[src/rtl/ps2_host_tx.sv]
// PS/2 host-to-device transmitter: inhibits the bus, requests to send,
// then shifts one command byte out on device-generated clock edges.
module ps2_host_tx #(
  parameter int INHIBIT_CYCLES = 100,
  parameter int TIMEOUT_CYCLES = 30000
) (
  input  logic       clk,
  input  logic       rst,
  input  logic       ps2_clk,
  input  logic       ps2_data,
  output logic       ps2_clk_low,
  output logic       ps2_data_low,
  input  logic [7:0] tx_data,
  input  logic       tx_valid,
  output logic       tx_ready,
  output logic       done,
  output logic       err
);

  localparam int CMAX = (TIMEOUT_CYCLES > INHIBIT_CYCLES) ?
                        TIMEOUT_CYCLES : INHIBIT_CYCLES;
  localparam int CW = $clog2(CMAX) + 1;
  localparam logic [CW-1:0] INH_LAST = CW'(INHIBIT_CYCLES - 1);
  localparam logic [CW-1:0] TO_LAST  = CW'(TIMEOUT_CYCLES - 1);

  typedef enum logic [2:0] {
    S_IDLE,
    S_INHIBIT,
    S_REQ,
    S_DATA,
    S_ACK,
    S_WAIT
  } state_t;

  state_t        r_state, w_state_nx;
  logic [CW-1:0] r_cnt, w_cnt_nx;
  logic [3:0]    r_bit, w_bit_nx;
  logic [8:0]    r_shift, w_shift_nx;
  logic          r_dlow, w_dlow_nx;
  logic          r_done, w_done_nx;
  logic          r_err, w_err_nx;

  logic r_clk_s1, r_clk_s2, r_clk_prev;
  logic r_dat_s1, r_dat_s2;
  logic w_fall;
  logic w_busy;
  logic w_timeout;

  // Sync flops idle high so reset never fakes a falling edge
  always_ff @(posedge clk) begin
    if (rst) begin
      r_clk_s1   <= 1'b1;
      r_clk_s2   <= 1'b1;
      r_clk_prev <= 1'b1;
      r_dat_s1   <= 1'b1;
      r_dat_s2   <= 1'b1;
    end else begin
      r_clk_s1   <= ps2_clk;
      r_clk_s2   <= r_clk_s1;
      r_clk_prev <= r_clk_s2;
      r_dat_s1   <= ps2_data;
      r_dat_s2   <= r_dat_s1;
    end
  end

  assign w_fall = r_clk_prev & ~r_clk_s2;

  always_ff @(posedge clk) begin
    if (rst) begin
      r_state <= S_IDLE;
      r_cnt   <= '0;
      r_bit   <= '0;
      r_shift <= '0;
      r_dlow  <= 1'b0;
      r_done  <= 1'b0;
      r_err   <= 1'b0;
    end else begin
      r_state <= w_state_nx;
      r_cnt   <= w_cnt_nx;
      r_bit   <= w_bit_nx;
      r_shift <= w_shift_nx;
      r_dlow  <= w_dlow_nx;
      r_done  <= w_done_nx;
      r_err   <= w_err_nx;
    end
  end

  assign w_busy = (r_state == S_REQ) || (r_state == S_DATA) ||
                  (r_state == S_ACK) || (r_state == S_WAIT);
  assign w_timeout = w_busy && (r_cnt == TO_LAST);

  always_comb begin
    w_state_nx = r_state;
    w_cnt_nx   = r_cnt;
    w_bit_nx   = r_bit;
    w_shift_nx = r_shift;
    w_dlow_nx  = r_dlow;
    w_done_nx  = 1'b0;
    w_err_nx   = 1'b0;
    if (w_busy) w_cnt_nx = r_cnt + CW'(1);
    if (w_timeout) begin
      w_state_nx = S_IDLE;
      w_cnt_nx   = '0;
      w_dlow_nx  = 1'b0;
      w_err_nx   = 1'b1;
    end else begin
      unique case (r_state)
        S_IDLE: begin
          if (tx_valid) begin
            w_shift_nx = {~^tx_data, tx_data};
            w_cnt_nx   = '0;
            w_state_nx = S_INHIBIT;
          end
        end
        S_INHIBIT: begin
          if (r_cnt == INH_LAST) begin
            w_cnt_nx   = '0;
            w_bit_nx   = '0;
            w_state_nx = S_REQ;
          end else begin
            w_cnt_nx = r_cnt + CW'(1);
          end
        end
        S_REQ: begin
          if (w_fall) begin
            w_dlow_nx  = ~r_shift[0];
            w_shift_nx = {1'b0, r_shift[8:1]};
            w_bit_nx   = 4'd1;
            w_state_nx = S_DATA;
          end
        end
        S_DATA: begin
          // r_bit counts edges seen; edge 10 is the stop bit
          if (w_fall) begin
            if (r_bit == 4'd9) begin
              w_dlow_nx  = 1'b0;
              w_state_nx = S_ACK;
            end else begin
              w_dlow_nx  = ~r_shift[0];
              w_shift_nx = {1'b0, r_shift[8:1]};
              w_bit_nx   = r_bit + 4'd1;
            end
          end
        end
        S_ACK: begin
          if (w_fall) begin
            if (r_dat_s2) begin
              w_err_nx   = 1'b1;
              w_cnt_nx   = '0;
              w_state_nx = S_IDLE;
            end else begin
              w_state_nx = S_WAIT;
            end
          end
        end
        S_WAIT: begin
          if (r_clk_s2 && r_dat_s2) begin
            w_done_nx  = 1'b1;
            w_cnt_nx   = '0;
            w_state_nx = S_IDLE;
          end
        end
        default: w_state_nx = S_IDLE;
      endcase
    end
  end

  assign ps2_clk_low  = (r_state == S_INHIBIT);
  assign ps2_data_low = ((r_state == S_INHIBIT) && (r_cnt == INH_LAST)) ||
                        (r_state == S_REQ) ||
                        ((r_state == S_DATA) && r_dlow);
  assign tx_ready     = (r_state == S_IDLE);
  assign done         = r_done;
  assign err          = r_err;

endmodule

[config.mk]
export PLATFORM = sky130hd
export DESIGN_NAME = ps2_host_tx
export DESIGN_NICKNAME = d
export VERILOG_FILES = /design/src/rtl/ps2_host_tx.sv
export SDC_FILE = /design/constraint.sdc
export NUM_CORES = 1
export LEC_CHECK = 0
export ABC_AREA = 1
export CAP_MARGIN = 5
export CELL_PAD_IN_SITES_DETAIL_PLACEMENT = 2
export CELL_PAD_IN_SITES_GLOBAL_PLACEMENT = 2
export CORE_MARGIN = 5
export CORE_UTILIZATION = 32
export CTS_BUF_LIST = sky130_fd_sc_hd__clkbuf_8 sky130_fd_sc_hd__clkbuf_16
export CTS_CLUSTER_SIZE = 24
export DETAILED_ROUTE_END_ITERATION = 8
export PLACE_DENSITY = 0.81
export SETUP_SLACK_MARGIN = 0.3
export SLEW_MARGIN = 20
export SYNTH_ARGS = -nofsm -noshare
export SYNTH_HDL_FRONTEND = slang
export SYNTH_SLANG_ARGS = --single-unit
[constraint.sdc]
create_clock -name clk -period 1.95 [get_ports clk]
set_input_delay 0.2925 -clock clk [delete_from_list [all_inputs] [get_ports clk]]
set_output_delay 0.2925 -clock clk [all_outputs]
set_load 0.03 [all_outputs]
======== Word level (Yosys, flattened, before mapping) ========
Index checks and enable logic that the tools add are counted.
cells by class
  add/subtract/negate cells ............... 2
  eq/ne operators ......................... 16
  reduce and logical (&&, ||, !) cells .... 20
  bitwise gates (word level) .............. 5
  multiplexer cells ....................... 35
operators with widths
  cell                     count
  $mux W16                 6
  $pmux W16 S4             1
  $mux W9                  4
  $pmux W9 S3              1
  $mux W3                  8
  $pmux W3 S6              1
  $add A16 B1 Y16 const B  1
  $eq A16 B15 Y1 const B   1
  $eq A16 B7 Y1 const B    1
  $mux W4                  4
  $pmux W4 S3              1
  $reduce_and A6 Y1        2
  $ne A2 B2 Y1 const B     5
  $mux W1                  8
  $reduce_xnor A8 Y1       1
  $reduce_and A7 Y1        1
  $eq A3 B2 Y1 const B     2
  $eq A3 B3 Y1 const B     2
  $ne A2 B1 Y1 const B     3
  $reduce_bool A3 Y1       2
  $logic_or A1 B1 Y1       5
  $add A4 B1 Y4 const B    1
  $eq A4 B4 Y1 const B     1
  $logic_and A1 B1 Y1      4
  9 further kinds          12
word-level totals
  flip-flop bits (word level) ............. 40
  logic and storage cells ................. 90
  output and inout bits ................... 5
  input bits .............................. 13

======== Longest topological paths before layout ========
  depth after elaboration ................. 8
  depth in mapped cells ................... 12
  mapped depth without buffers ............ 12

======== Worst setup path before layout ========
OpenSTA, ideal clock, no wires.
  kind .................................... register to output
  start ................................... reg r_state[0]
  end ..................................... out ps2_data_low
  arrival time ............................ 1.501 ns
  required time ........................... 1.657 ns
  cell stages (with the launch flop) ...... 6
  buffers on the path ..................... 1
  setup slack ............................. 0.156 ns
  cell sequence ........................... dfxtp_1 > buf_2 > nand2_1 > nor2_4 > inv_1 > o211ai_1
on the way
  longest elaborated chain between the ends .. 4
  elaborated cells between the ends (all ways) .. 7
  classes of those cells .................. 3 x eq/ne; 4 x reduce/logical
RTL lines
  what                    RTL line  RTL
  from (decl)             35        state_t r_state, w_state_nx;
  from (signal assigned)  78        r_state <= w_state_nx;
  $eq A3 B1 Y1            n/a
  via ps2_clk_low         11        output logic ps2_clk_low,
  $logic_and A1 B1 Y1     169       assign ps2_data_low = ((r_state == S_INHIBIT) && (r_cnt == INH_LAST)) ||
  $logic_or A1 B1 Y1      169
  $logic_or A1 B1 Y1      170       (r_state == S_REQ) ||
  to (decl)               12        output logic ps2_data_low,
The timed path passes the listed nets, and every way through them passes these cells.

======== Final worst setup path ========
  start ................................... reg r_state[1]
  end ..................................... out ps2_data_low
on the way
  longest elaborated chain between the ends .. 4
  elaborated cells between the ends (all ways) .. 7
  classes of those cells .................. 3 x eq/ne; 4 x reduce/logical
RTL lines
  what                    RTL line
  $eq A3 B1 Y1            169
  $logic_and A1 B1 Y1     169
  $logic_or A1 B1 Y1      169
  $logic_or A1 B1 Y1 (*)  170
Mark *: on every way between the ends. The rest lies on a longest branch, timed or not.

==> metrics.md <==
| Metric | Value |
|---|---|
| First-pass GRT wire length | 17100 um |
| Register area share after synthesis | 30.1% |
| Worst-path clk slew | 0.10 ns |
| H-tree depth | 2 |
| Post-route ant nets | 0 |
| Cell chain of the critical path | clkinv_4, nand2_4, nor2_4, buf_6, inv_2, o211ai_1, buf_4 |
| Vias in the first global route | 3370 |
| CTS tree | done |
| Syn_area_per_cell | 6.11 um^2 |
| RePlAce Congestion | approximately 0.83 |
| Largest fanout on the critical path | 3 |
| Actual slew at the worst max-slew pin | 0.484 ns |
| Crit path max-delay family | buffers and inverters |
| Finished Cell Area | 4000 um^2 |
| Tcrit/Tclk final | between 90% and 100% |
| Post-synth EDFFs | 0 |
| DRC viols | 0 |
| Worst-case clock buffer depth | 2 |
| Final setup fails | 0 |
| Post-CTS Hold Fix Bufs | 0 |
| Share of the synthesized area in the top cell type | 30.1% |
| Total Routing Usage GR | 21.4% |
| Buffers & Inverters on Critical Path | 4 |
| Post-synthesis async set-or-reset flop share | 0% |
| Critical Path Source Type | flip-flop |
| Gate count after technology mapping | 435 |
| Via density | 5.43 |
| Final Skew | ~0.0095 ns |
| Mapped Nets | 451 |
| Status | completed |
| CP Class | flip-flop to output pin |
| Worst hold path class | flip-flop to flip-flop |
| Synth warn | 0 |
| Critical path arrival | 1.64 ns |
| Slew headroom | between 60% and 70% |
| Ys flop type | dfxtp_1 |
| Initial Utilization | 32.7% |
| Hold WS | 0.420 ns |
| # rows | 33 |
| Share of cells above drive strength 1 | between 30% and 40% |
| Max Slew Vio Count | 0 |
| HPWL Detailed | roughly 7100 um |
| Clock Latency Late Sink | just over 0.3 ns |
| Area growth from synthesis to layout | 50.6% |
| Fmax | 518 MHz |
| Initial DRC Count | 82 |
| Most frequent cell after synthesis | nand2_1 |
| Slowest stage cell, crit path | dfxtp_4 |
| Tmin final | 1.93 ns |
| Routed WL per cell | about 23 um |
| Leak | 1.76 nW |
| CTS root buffer | clkbuf_8 |
| Hold Vio Cnt, Final | 0 |
| Die height | 101 um |
| Crit-path max cell delay | roughly 0.38 ns |
| Yosys top cell by area | dfxtp_1 |
| Synth area leaders | dfxtp_1 (30%), nand2_1 (19%), nor2_1 (11%) |
| Die area | 10200 um^2 |
| Req. time, crit path | 1.66 ns |
| Vias | 3324 |
| Unique masters post-synth | 34 |
| Die Wd | ~100 um |
| DP Area | 3050 um^2 |
| Total core area | between 8000 and 9000 um^2 |
| IO buf count | 17 |
| IO Pins | 18 |
| Detailed-router iteration count before antenna repair | 4 |
| CTS buffer count | 5 |
| Final WL | roughly 14000 um |
| Crit path capture type | output pin |
| Initial antenna violation count | 0 |
| Synth cell count leaders | nand2_1 (131), nor2_1 (78), nand3_1 (41), dfxtp_1 (40), inv_1 (39) |
| Pwr Density | 1830 nW/um^2 |
| Max-cap viol count | 0 |
| Total grt overflow | 0 |
| #FFs+latches synth | 40 |
| VDD IR-drop max | 895 uV |
| # nets final | 522 |
| RSZ-0062 raised after global routing | true |
| TritonCTS Sinks | 40 |
| Mapped cell area | approximately 2700 um^2 |
| Largest net degree at the start of global routing | 15 |
| Antenna Cells | 0 |
-- path summary, 6_finish.rpt --
path / start / endpoint / slack (ns) / cells past startpoint
max reg2reg: r_cnt[9] / r_state[0] / 0.03 / 11
min: r_dat_s1 / r_dat_s2 / 0.42 / 1
max: r_state[1] / ps2_data_low / 0.02 / 7
min reg2reg: r_dat_s1 / r_dat_s2 / 0.42 / 1
-- power by group --
part / internal (W) / switching, W
clock network: 0.000387 / 0.000370
logic: 0.00199 / 0.00320
registers: 0.00110 / 0.000293
total: 0.00347 / 0.00386
-- sequential cells by signal, summed over array words and instances (netlist names) --
signal	count
r_cnt	16
r_dlow	1
r_state	3
done	1
r_dat_s1	1
err	1
r_clk_s2	1
r_shift	9
r_clk_prev	1
r_dat_s2	1
r_clk_s1	1
r_bit	4
-- final cells by class --
class                      instances  area (um^2)
timing repair inverter             1         11.3
sequential                        40          850
fill                             924         4130
tap                              105          131
clock buffer                       5         68.8
inverter                          46          215
clock inverter                     3         46.3
multi-input combinational        341         2030
timing repair buffer              71          647
-- logic make-up after synthesis --
| kind of cell | Yosys count | share of synthesized area [%] |
|---|---|---|
| compound gates | 44 | 9.79 |
| buf+inv | 55 | 8.62 |
| flops | 40 | 30.1 |
| fa+ha+maj | 3 | 1.41 |
| simple gates | 280 | 45.8 |
| xor+xnor | 13 | 4.28 |
-- stage by stage --
stage          power [W]  util, %  std cells  setup slack (ns)  TNS [ns]
2_1_floorplan    0.00335        -        435             0.278         0
3_3_place_gp     0.00433     37.5        566             0.123         0
3_5_place_dp     0.00449     37.5        566            0.0850         0
4_1_cts          0.00562     41.8        590             0.117         0
5_1_grt          0.00774     49.2        612           -0.0827    -0.143
6_report         0.00733     49.2        612            0.0204         0
-- metal layers --
layer,vias to the layer above,GRT usage (%),routed length (um)
met5,-,0,0
met3,47,2.75,449
met2,85,40.4,7630
met4,0,5.11,582
met1,1666,25.6,5700
li1,1526,-,-
-- cells in the final DEF (no fill, tap or decap), drive strengths merged --
master,netlist,final
nand4,8,8
clkdlybuf4s50,0,13
dfxtp,40,40
or2,7,7
a21oi,14,14
xor2,8,8
clkinvlp,0,1
ha,3,3
buf,8,55
o21bai,3,3
nor3,3,3
nor2,82,82
clkinv,1,1
nand3b,1,1
dlymetal6s2s,0,1
inv,45,47
nand2,136,136
a22oi,1,1
o211ai,2,2
o21ai,23,23
nand3,43,44
clkbuf,1,7
xnor2,5,5
bufinv,0,1
o21a,1,1
-- repair_timing --
action | CTS | global route
buffers inserted | 15 | 20
pin swaps | 12 | 38
resized for setup | 47 | 141
gates cloned | 1 | 2
setup endpoints to repair | 37 | 38
No activity file was read; power rests on OpenSTA's default activity.
